--- config.mk ---
export PLATFORM = sky130hd
export DESIGN_NAME = gpi_debounce
export DESIGN_NICKNAME = d
export VERILOG_FILES = /design/src/rtl/gpi_debounce.sv
export SDC_FILE = /design/constraint.sdc
export NUM_CORES = 1
export LEC_CHECK = 0
export BUFFER_PORTS_ARGS = -buffer_cell sky130_fd_sc_hd__buf_2
export CORE_UTILIZATION = 60
export DETAILED_ROUTE_END_ITERATION = 8
export GPL_TIMING_DRIVEN = 0
export HOLD_SLACK_MARGIN = 0.02
export PLACE_DENSITY = 0.79
export REMOVE_ABC_BUFFERS = 1
export SLEW_MARGIN = 15
export SYNTH_ARGS = -nofsm -noshare
export SYNTH_HDL_FRONTEND = slang
export SYNTH_SLANG_ARGS = --single-unit
--- constraint.sdc ---
create_clock -name clk_sys_i -period 2.2 [get_ports clk_sys_i]
set_input_delay 0.44 -clock clk_sys_i [delete_from_list [all_inputs] [get_ports clk_sys_i]]
set_output_delay 0.44 -clock clk_sys_i [all_outputs]
set_load 0.005 [all_outputs]
--- src/rtl/gpi_debounce.sv ---
// Per-bit input conditioner: two-flop synchroniser, stability-count debounce,
// registered rise/fall pulses and a sticky write-1-to-clear change flag.
module gpi_debounce #(
  parameter int Width          = 8,
  parameter int DebounceCycles = 50000,
  parameter int CntWidth       = $clog2(DebounceCycles + 1)
) (
  input  logic             clk_sys_i,
  input  logic             rst_sys_i,
  input  logic [Width-1:0] raw_i,
  input  logic [Width-1:0] clr_i,
  output logic [Width-1:0] level_o,
  output logic [Width-1:0] rise_o,
  output logic [Width-1:0] fall_o,
  output logic [Width-1:0] changed_o
);

  localparam logic [CntWidth-1:0] CntMax = CntWidth'(DebounceCycles - 1);

  logic [Width-1:0]    meta_q;
  logic [Width-1:0]    sync_q;
  logic [Width-1:0]    level_q,   level_d;
  logic [Width-1:0]    rise_q,    rise_d;
  logic [Width-1:0]    fall_q,    fall_d;
  logic [Width-1:0]    changed_q, changed_d;
  logic [Width-1:0]    accept_s;
  logic [CntWidth-1:0] cnt_q [Width];
  logic [CntWidth-1:0] cnt_d [Width];

  // Stability counting and change acceptance; any agreeing sample restarts the count.
  always_comb begin
    for (int i = 0; i < Width; i++) begin
      cnt_d[i]     = cnt_q[i];
      level_d[i]   = level_q[i];
      accept_s[i]  = 1'b0;
      if (sync_q[i] == level_q[i]) begin
        cnt_d[i] = {CntWidth{1'b0}};
      end else if (cnt_q[i] == CntMax) begin
        cnt_d[i]    = {CntWidth{1'b0}};
        level_d[i]  = sync_q[i];
        accept_s[i] = 1'b1;
      end else begin
        cnt_d[i] = cnt_q[i] + {{(CntWidth-1){1'b0}}, 1'b1};
      end
      rise_d[i] = accept_s[i] & sync_q[i];
      fall_d[i] = accept_s[i] & ~sync_q[i];
      if (accept_s[i]) begin
        changed_d[i] = 1'b1;
      end else if (clr_i[i]) begin
        changed_d[i] = 1'b0;
      end else begin
        changed_d[i] = changed_q[i];
      end
    end
  end

  // State registers; reset clears everything without producing pulses.
  always_ff @(posedge clk_sys_i) begin
    if (rst_sys_i) begin
      meta_q    <= {Width{1'b0}};
      sync_q    <= {Width{1'b0}};
      level_q   <= {Width{1'b0}};
      rise_q    <= {Width{1'b0}};
      fall_q    <= {Width{1'b0}};
      changed_q <= {Width{1'b0}};
      for (int i = 0; i < Width; i++) begin
        cnt_q[i] <= {CntWidth{1'b0}};
      end
    end else begin
      meta_q    <= raw_i;
      sync_q    <= meta_q;
      level_q   <= level_d;
      rise_q    <= rise_d;
      fall_q    <= fall_d;
      changed_q <= changed_d;
      for (int i = 0; i < Width; i++) begin
        cnt_q[i] <= cnt_d[i];
      end
    end
  end

  assign level_o   = level_q;
  assign rise_o    = rise_q;
  assign fall_o    = fall_q;
  assign changed_o = changed_q;

endmodule
After elaboration in Yosys (flattened, before gate mapping)
Memory sizes are Yosys's and may differ from the RTL's.
Cells that the tools add are included.
W data, S select, Z words.
{ "op_classes": {"n_addsub": 8, "n_reduce_logical": 16, "n_eq_ne": 16, "n_bitwise": 40, "mux": 59} }
{ "op_table": {"columns": ["operator", "count"], "rows": [
  ["$mux W16", 24],
  ["$add A16 B1 Y16 const B", 8],
  ["$eq A16 B16 Y1 const B", 8],
  ["$mux W1", 35],
  ["$and A1 B1 Y1", 16],
  ["$not A1 Y1", 16],
  ["$reduce_and A2 Y1", 8],
  ["$reduce_bool A2 Y1", 8],
  ["$eq A1 B1 Y1", 8],
  ["$or A1 B1 Y1", 8]
]} }
{ "word_totals": {"inputBits": 18, "ram_bits": 128, "memories": 1, "register_bits": 48, "elab_cells": 160} }
{ "mem_list": {"columns": ["memory", "depth", "word_bits", "rd", "rd_ports_with_merged_regs", "wr", "line", "source"], "rows": [
  ["cnt_q", 8, 16, 8, 0, 8, "27", "logic [CntWidth-1:0] cnt_q [Width];"]
]} }

Longest topological paths before layout
Gate-level depths: netlist of run 1.
{ "logic_depth": {"ltp_word": 4, "ltp_mapped": 7} }

Least setup slack after synthesis of run 1
OpenSTA, ideal clock, no wires.
{ "synth_path": {"path_type": "reg2reg", "startpoint": "mem cnt_q[0][23] in the netlist's numbering", "endpoint": "mem cnt_q[0][26] in the netlist's numbering", "period_less_slack_ns": 1.883, "path_stages_with_launch": 7, "n_path_buf": 2, "required_ns": 2.085, "setup_slack_ns": 0.317, "setup_time_ns": 0.115, "arrival_time_ns": 1.768, "path_cell_list": "dfxtp_1 -> or4b_1 -> or4_1 -> buf_2 -> nand2b_2 -> buf_6 -> nor2_1"} }
{ "synth_rtl": {"columns": ["element", "line"], "rows": [
  ["start: declaration", "27"]
]} }

==> results of run 1 <==
## path summary, 6_finish.rpt
path                                  start                        end  slack, ps  depth (start not counted)
setup / recovery    cnt_q[1][13]$_SDFF_PP0_     cnt_q[1][9]$_SDFF_PP0_        100                          4
hold / removal                     raw_i[0]       meta_q[0]$_SDFF_PP0_        230                          2
setup reg to reg    cnt_q[1][13]$_SDFF_PP0_     cnt_q[1][9]$_SDFF_PP0_        100                          4
hold reg to reg   changed_o[7]$_SDFFE_PP0P_  changed_o[7]$_SDFFE_PP0P_        440                          2
## cell usage after synthesis, types with 4 or more instances
cell type / count
clkbuf_1: 6
nand2_1: 38
nand4b_1: 5
or3_1: 4
a21oi_1: 4
nor4_1: 27
nor2b_1: 18
xor2_1: 14
nand3_1: 39
or4bb_1: 6
ha_1: 8
xnor2_1: 103
nor2_1: 171
o21ai_0: 4
dfxtp_1: 176
nor4b_1: 6
nand4_1: 29
nor3_1: 34
nand2b_1: 8
and3_1: 5
nor4bb_1: 4
or4_1: 5
inv_1: 36
mux2i_1: 8
## cells by family after synthesis
family / after synthesis
AND/OR/NAND/NOR: 418
flip-flops: 176
XOR/XNOR: 117
buffers and inverters: 52
AO/OA/AOI/OAI: 11
multiplexers: 8
adder cells (fa/ha/maj): 8
## stage by stage
| stage | instance area (um2) | hold slack [ps] | cells | total power [mW] | util |
|---|---|---|---|---|---|
| floorplan | 7070 | 414 | 774 | 3.32 | - |
| global placement | 7500 | 419 | 966 | 3.36 | 0.651 |
| detailed placement | 7500 | 429 | 966 | 3.36 | 0.651 |
| CTS | 8090 | 213 | 998 | 6.36 | 0.702 |
| global route | 8100 | 208 | 998 | 6.51 | 0.704 |
| finish | 8100 | 230 | 998 | 6.30 | 0.704 |
## layer usage
metal / part of all wire / global-route usage / vias up
li1: - / - / 2756
met1: 0.45 / 0.265 / 2520
met2: 0.50 / 0.393 / 99
met3: 0.034 / 0.0656 / 20
met4: 0.015 / 0.0910 / 0
met5: 0 / 0 / -
## sequential cells by signal (all words and copies together), names as in the netlist
name and cells:
fall_o 8, level_o 8, rise_o 8, meta_q 8
sync_q 8, cnt_q 128, changed_o 8
## area by class of cell
| type | count | area [um2] | area share |
|---|---|---|---|
| clock buffer | 21 | 450 | 0.0556 |
| clock inverter | 11 | 139 | 0.0171 |
| inverter | 36 | 135 | 0.0167 |
| multi-input combinational | 562 | 3430 | 0.423 |
| sequential | 176 | 3520 | 0.435 |
| tap | 143 | 179 | 0.0221 |
| timing repair buffer | 49 | 245 | 0.0303 |
## power breakdown
part,total [mW],switching (mW),internal (mW)
Combinational,0.0757,0.0459,0.0298
Clock,3.01,1.20,1.81
Sequential,3.22,0.0127,3.20
Total,6.30,1.26,5.04
## what timing repair did
item / in CTS / in global routing
hold buffers: 0 / 0
endpoints found under the setup margin: 0 / 66
resized for setup: 0 / 5
==> impl_metrics.yaml, run 1 <==
critical_path:
  max_stage_delay_ps: 560
  critPathKind: "reg2reg"
  worstSetupEndpointType: "flop"
  critical_path.top_delay_family: "simple AND/OR/NAND/NOR gates"
  path_cells: "or4_1 > or4_4 > nand2_1 > nor2_1"
  worst_ep_arrival_time_ps: 2380
  critPathMaxFanout: 15
  critPathLaunchType: "flop"
  cp_slowest_cell: "or4_4"
  crit_buf_inv: 0
  required_ps: 2490
cts:
  cts_tree: "built"
  htreeDepth: 4
  cts_sinks: 176
  cts_buffer_depth: 2
  cts_setup_buffers: 0
  root_buffer: "clkbuf_16"
  clkLatencyLatePin_ps: 420
  numCtsBuffers: 17
  clk_pin_slew_ps: 60
flow_run:
  cap_violations: 0
sta:
  clock_skew_ps: 7.24
  post-route-period-util: 0.953
  hold_viol: 0
  fmax_ghz: 0.477
  tightest_slew_ps: 861
  fin_tns_setup_ps: 0
  slew_violations: 0
  layout_min_cycle_time_ps: 2100
  setup_ws_ps: 103
  relSlewSlack: 0.426
  rsz0062_at_grt: "false"
  finalSetupViolCount: 0
detailed_routing:
  routedWlPerCell_um: 13.0
  final_antenna_net_count: 0
  wl_mm: 13.0
  dr.first_iter.drc_count: 325
  drc: 4
  firstDrtPassIters: 6
  routed_via_density: 5.41
  route.vias.total: 5395
floorplanning:
  pin_count: 50
  fp-row-count: 39
  die_x_um: 111
  core-area_um2: 11500
  start_util: 0.622
  fp.dieH_um: 111
  die-area_um2: 12400
cells_and_area:
  n_antenna_cell: 0
  nFillCells: 888
  nets: 868
  mostFrequentLayoutCell: "dfxtp_1"
  layout_common_cells: "dfxtp_1 (176), nor2_1 (171), xnor2_1 (103)"
  area_delta_synth_final_pct: 13.2
  drive_gt1_frac: 0.111
logic_synthesis:
  yosys_register_bits: 176
  ys_seq_area_frac: 0.492
  yosysTopAreaCell: "dfxtp_1"
  synth_area_leaders: "dfxtp_1 (49%), xnor2_1 (13%), nor2_1 (9.0%)"
  muxShareOfSynthArea: 0.0112
  synth_edf_count: 0
  synth_fa_ha_area_frac: 0.0140
  ys_warn_count: 0
  syn_area_um2: 7160
  synthXorXnorAreaFrac: 0.143
  synth_top_family_by_area: "simple AND/OR/NAND/NOR gates"
  synth-simple-area-share: 0.300
  synthFlopType: "dfxtp_1"
  synth-compound-area-share: 0.00909
  synth_area_per_cell_um2: 9.06
  synth_top_area_frac: 0.492
  async_flop_share: 0
  yosysUniqueCellTypes: 42
  synth_cells: 790
placed_design:
  post-place-ws_ps: 56.5
  gp_congestion: 0.856
  hpwl_mm: 8.82
  port_buffers: 49
grt:
  grt.overflow.total: 0
  grt_usage: 0.228
  grt_start_max_net_pins: 48
  first_global_vias: 5317
  antenna_found_initial: 0
  grt_pass1_wl_mm: 23.0
power:
  irDropWorstVdd_mv: 0.595
  p_leak_nw: 2.64
  power_density_nw_per_um2: 777
status:
  outcome: "finished with violations"
  violations: "design-rule violations"
hold_path:
  hold_path_class: "in2reg"
Note: power is estimated with default switching activity, not from simulation.
==> run 2: changes to the inputs <==
Settings changed: CORE_UTILIZATION 60 to 62, CTS_BUF_LIST set to sky130_fd_sc_hd__clkbuf_4 sky130_fd_sc_hd__clkbuf_8, PLACE_DENSITY 0.79 to 0.82.
==> run 2 against run 1 <==
Net effect: the flow now finishes without violations; final area is 2.1% lower; final cell count shrank 0.30%; setup slack better by 42 ps; critical path depth unchanged; total power shrank 12%; non-clock buffer count did not move; routed wire length is 2.7% lower; die area decreased by 3.2%; flip-flop and latch count did not move; fmax grew 2.0%; combinational power is essentially flat; critical endpoint is now cnt_q[1][13]$_SDFF_PP0_.
==> impl_metrics.yaml, run 2 (same netlist as run 1, synthesis figures left out) <==
status:
  outcome: "complete, no violations"
critical_path:
  critPathMaxFanout: 15
  path_cells: "or4_1 > or4_4 > nand2_1 > nor2_1"
  worst_ep_arrival_time_ps: 2380
  critical_path.top_delay_family: "simple AND/OR/NAND/NOR gates"
  worstSetupEndpointType: "flop"
  max_stage_delay_ps: 560
  required_ps: 2520
  critPathLaunchType: "flop"
  critPathKind: "reg2reg"
  cp_slowest_cell: "or4_4"
  crit_buf_inv: 0
detailed_routing:
  final_antenna_net_count: 0
  dr.first_iter.drc_count: 276
  routed_via_density: 5.49
  firstDrtPassIters: 5
  route.vias.total: 5467
  wl_mm: 12.6
  routedWlPerCell_um: 12.7
  drc: 0
power:
  power_density_nw_per_um2: 701
  clkPwrFrac: 0.409
  swShare: 0.197
  internal_power_mw: 4.47
  sequentialPowerShare: 0.578
  p_leak_nw: 2.57
  pwr-share-comb: 0.014
  power.switching_mw: 1.09
  power_mw: 5.56
  irDropWorstVdd_mv: 0.838
cells_and_area:
  drive_gt1_frac: 0.115
  area_delta_synth_final_pct: 10.8
  layout_common_cells: "dfxtp_1 (176), nor2_1 (171), xnor2_1 (103)"
  largest-register: "cnt_q"
  largest_reg_flops: 128
  nets: 868
  n_antenna_cell: 0
  mostFrequentLayoutCell: "dfxtp_1"
  stdcell_count: 995
  nFillCells: 844
sta:
  hold_ws_ps: 189
  layout_min_cycle_time_ps: 2060
  fin_tns_setup_ps: 0
  relSlewSlack: 0.416
  tightest_slew_ps: 877
  rsz0062_at_grt: "false"
  hold_viol: 0
  clock_skew_ps: 7.61
  finalSetupViolCount: 0
  slew_violations: 0
  fmax_ghz: 0.487
  post-route-period-util: 0.934
cts:
  cts_buffer_depth: 2
  cts_tree: "built"
  cts_sinks: 176
  root_buffer: "clkbuf_8"
  htreeDepth: 4
  clkLatencyLatePin_ps: 450
  clk_pin_slew_ps: 80
  hold_buffers: 0
  numCtsBuffers: 17
grt:
  antenna_found_initial: 0
  grt_start_max_net_pins: 48
  grt_pass1_wl_mm: 21.9
  grt.overflow.total: 0
  grt_usage: 0.232
  first_global_vias: 5263
placed_design:
  port_buffers: 49
  hpwl_mm: 8.55
  placed_cells: 963
  gp_congestion: 0.872
floorplanning:
  die_x_um: 109
  fp.dieH_um: 109
  start_util: 0.649
  die-area_um2: 12000
  pin_count: 50
  fp-row-count: 38
  core-area_um2: 11000
flow_run:
  cap_violations: 0
hold_path:
  hold_path_class: "in2reg"
run 2: cell types whose count changed in the layout (fill, tap and decap cells not counted), moves of 3 or more:
cell	delta
clkbuf_1	-3
clkinv_2	-4
clkbuf_4	+6
clkbuf_16	-17
clkbuf_8	+21
run 2: layout make-up:
| type | instances | area [um2] | area share |
|---|---|---|---|
| Inverter | 36 | 135 | 0.0170 |
| Sequential cell | 176 | 3520 | 0.444 |
| Timing Repair Buffer | 49 | 245 | 0.0309 |
| Multi-Input combinational cell | 562 | 3430 | 0.433 |
| Tap cell | 140 | 175 | 0.0221 |
| Clock buffer | 28 | 348 | 0.0439 |
| Clock inverter | 4 | 72.6 | 0.00915 |
run 2: what timing repair did:
item | CTS | global route
setup endpoints to repair | 0 | 51
setup buffers | 0 | 0
gates resized for setup | 0 | 5
run 2: path summary, 6_finish.rpt:
kind,from,to,slack (ps),cells past startpoint
max,cnt_q[1][12]$_SDFF_PP0_,cnt_q[1][13]$_SDFF_PP0_,140,4
max reg2reg,cnt_q[1][12]$_SDFF_PP0_,cnt_q[1][13]$_SDFF_PP0_,140,4
min,raw_i[7],meta_q[7]$_SDFF_PP0_,190,2
min reg2reg,changed_o[5]$_SDFFE_PP0P_,changed_o[5]$_SDFFE_PP0P_,440,2
run 2: power by group through the flow:
stage	combinational, mW	sequential, mW	clock (mW)
floorplan	0.0387	3.29	0
detailed placement	0.0753	3.29	0
global placement	0.0719	3.29	0
CTS	0.0759	3.21	2.34
finish	0.0759	3.21	2.27
global route	0.0865	3.22	2.46
run 2: layer usage:
| layer | global-route usage | vias to the layer above | wire length, um |
|---|---|---|---|
| met5 | 0 | - | 0 |
| met4 | 0.110 | 0 | 240 |
| met3 | 0.0658 | 26 | 499 |
| met2 | 0.406 | 112 | 6260 |
| met1 | 0.259 | 2566 | 5630 |
| li1 | - | 2763 | - |
run 2: metrics by stage:
step	area (um2)	setup slack (ps)	utilization
finish	7930	145	0.719
global route	7930	24.6	0.719
CTS	7910	17.3	0.717
detailed placement	7490	38.6	0.679
global placement	7490	114	0.679
floorplan	7070	327	-
==> run 3: changes to the inputs <==
Settings changed: CORE_UTILIZATION 62 to 40, GPL_TIMING_DRIVEN 0 to 1, PLACE_DENSITY 0.82 to not set, SLEW_MARGIN 15 to 40.
==> run 3 against run 2 <==
Net effect: total power grew 1.5%; clock-buffer cell count shrank 8; final cell count grew 11%; register-to-register slack hardly changed; utilization is 25 points lower; sequential share of layout area decreased by 1.4 points; clock skew is 6.0 ps higher; via count down 4.0%; first-iteration DRC count shrank 23%; critical path type unchanged; critical endpoint is now cnt_q[0][19]$_SDFF_PP0_; largest cell class unchanged.
==> impl_metrics.yaml, run 3 (same netlist as run 1, synthesis figures left out) <==
cells_and_area:
  drive_gt1_frac: 0.131
  area_delta_synth_final_pct: 14.4
  n_antenna_cell: 0
  mostFrequentLayoutCell: "dfxtp_1"
  nFillCells: 1699
  nets: 889
  layout_common_cells: "dfxtp_1 (176), nor2_1 (171), xnor2_1 (103)"
  multiInputGateArea_um2: 3410
  largest_reg_flops: 128
  regArea_um2: 3520
  largest-register: "cnt_q"
sta:
  finalSetupViolCount: 0
  relSlewSlack: 0.764
  fmax_ghz: 0.488
  fin_tns_setup_ps: 0
  rsz0062_at_grt: "false"
  layout_min_cycle_time_ps: 2050
  slew_violations: 0
  post-route-period-util: 0.931
  hold_viol: 0
  clock_skew_ps: 13.6
  tightest_slew_ps: 349
grt:
  first_global_vias: 4807
  grt_start_max_net_pins: 17
  grt_usage: 0.145
  antenna_found_initial: 0
  grt_pass1_wl_mm: 21.5
  grt.overflow.total: 0
flow_run:
  cap_violations: 0
critical_path:
  max_stage_delay_ps: 640
  rr_startpoint: "cnt_q[0][23]$_SDFF_PP0_"
  reg2reg_slack_ps: 150
  critPathMaxFanout: 15
  crit_end: "cnt_q[0][19]$_SDFF_PP0_"
  critPathLaunchType: "flop"
  critPathKind: "reg2reg"
  worst_ep_arrival_time_ps: 2390
  r2r_end: "cnt_q[0][19]$_SDFF_PP0_"
  crit_cells: 4
  r2r_cells: 4
  worstSetupEndpointType: "flop"
  crit_start: "cnt_q[0][23]$_SDFF_PP0_"
  critical_path.top_delay_family: "simple AND/OR/NAND/NOR gates"
  cp_slowest_cell: "or4_1"
  path_cells: "or4b_1 > or4_1 > nand2b_2 > nor2_1"
  required_ps: 2540
  crit_buf_inv: 0
detailed_routing:
  dr.first_iter.drc_count: 212
  final_antenna_net_count: 0
  routed_via_density: 4.77
  route.vias.total: 5247
  drc: 0
  wl_mm: 12.2
  routedWlPerCell_um: 11.1
  firstDrtPassIters: 4
cts:
  cts_sinks: 176
  cts_resized: 0
  hold_buffers: 0
  clkLatencyLatePin_ps: 460
  htreeDepth: 4
  cts_setup_buffers: 0
  clk_pin_slew_ps: 90
  root_buffer: "clkbuf_8"
  cts_tree: "built"
  cts_buffer_depth: 2
  numCtsBuffers: 17
floorplanning:
  pin_count: 50
  fp.dieH_um: 136
  core-area_um2: 17400
  fp-row-count: 48
  die_x_um: 136
  die-area_um2: 18400
  start_util: 0.412
power:
  swShare: 0.214
  clkPwrFrac: 0.415
  internal_power_mw: 4.44
  power.switching_mw: 1.21
  power_density_nw_per_um2: 690
  sequentialPowerShare: 0.569
  pwr-share-comb: 0.016
  irDropWorstVdd_mv: 0.400
  power_mw: 5.64
  p_leak_nw: 2.64
hold_path:
  hold_path_class: "in2reg"
status:
  outcome: "complete, no violations"
placed_design:
  hpwl_mm: 8.47
  port_buffers: 49
  gp_congestion: 0.779
## run 3: per-layer routing
metal / vias to the layer above / GRT usage / wire [um]
met4: 0 / 0.0581 / 138
met3: 9 / 0.0393 / 391
met2: 56 / 0.218 / 5360
met5: - / 0 / 0
met1: 2378 / 0.196 / 6330
li1: 2804 / - / -
## run 3: worst min-delay path by stage
stage	start	end	cells past startpoint
2_1_floorplan	meta_q[0]$_SDFF_PP0_	sync_q[0]$_SDFF_PP0_	1
3_3_place_gp	meta_q[7]$_SDFF_PP0_	sync_q[7]$_SDFF_PP0_	1
3_5_place_dp	meta_q[7]$_SDFF_PP0_	sync_q[7]$_SDFF_PP0_	1
4_1_cts	raw_i[7]	meta_q[7]$_SDFF_PP0_	2
5_1_grt	raw_i[7]	meta_q[7]$_SDFF_PP0_	2
6_report	raw_i[7]	meta_q[7]$_SDFF_PP0_	2
## run 3: power by group through the flow
stage	registers [mW]	clock network [mW]	logic [mW]
3_5_place_dp	3.29	0	0.0916
2_1_floorplan	3.29	0	0.0387
6_report	3.21	2.34	0.0880
5_1_grt	3.22	2.58	0.101
4_1_cts	3.21	2.44	0.0920
3_3_place_gp	3.29	0	0.0911
## run 3: final cells by class
| cell class | instances | area share |
|---|---|---|
| Inverter | 36 | 0.0165 |
| Tap cell | 225 | 0.0344 |
| Multi-Input combinational cell | 562 | 0.417 |
| Clock buffer | 20 | 0.0329 |
| Clock inverter | 12 | 0.0194 |
| Sequential cell | 176 | 0.430 |
| Timing Repair Buffer | 70 | 0.0492 |
## run 3: through the flow
| step | instance area [um2] | hold WS (ps) | utilization | instances | setup slack (ps) |
|---|---|---|---|---|---|
| 3_5_place_dp | 7760 | 420 | 0.447 | 1069 | 127 |
| 6_report | 8190 | 184 | 0.472 | 1101 | 151 |
| 4_1_cts | 8190 | 153 | 0.472 | 1101 | 113 |
| 3_3_place_gp | 7760 | 418 | 0.447 | 1069 | 213 |
| 5_1_grt | 8190 | 149 | 0.472 | 1101 | 16.0 |
| 2_1_floorplan | 7070 | 414 | - | 774 | 327 |
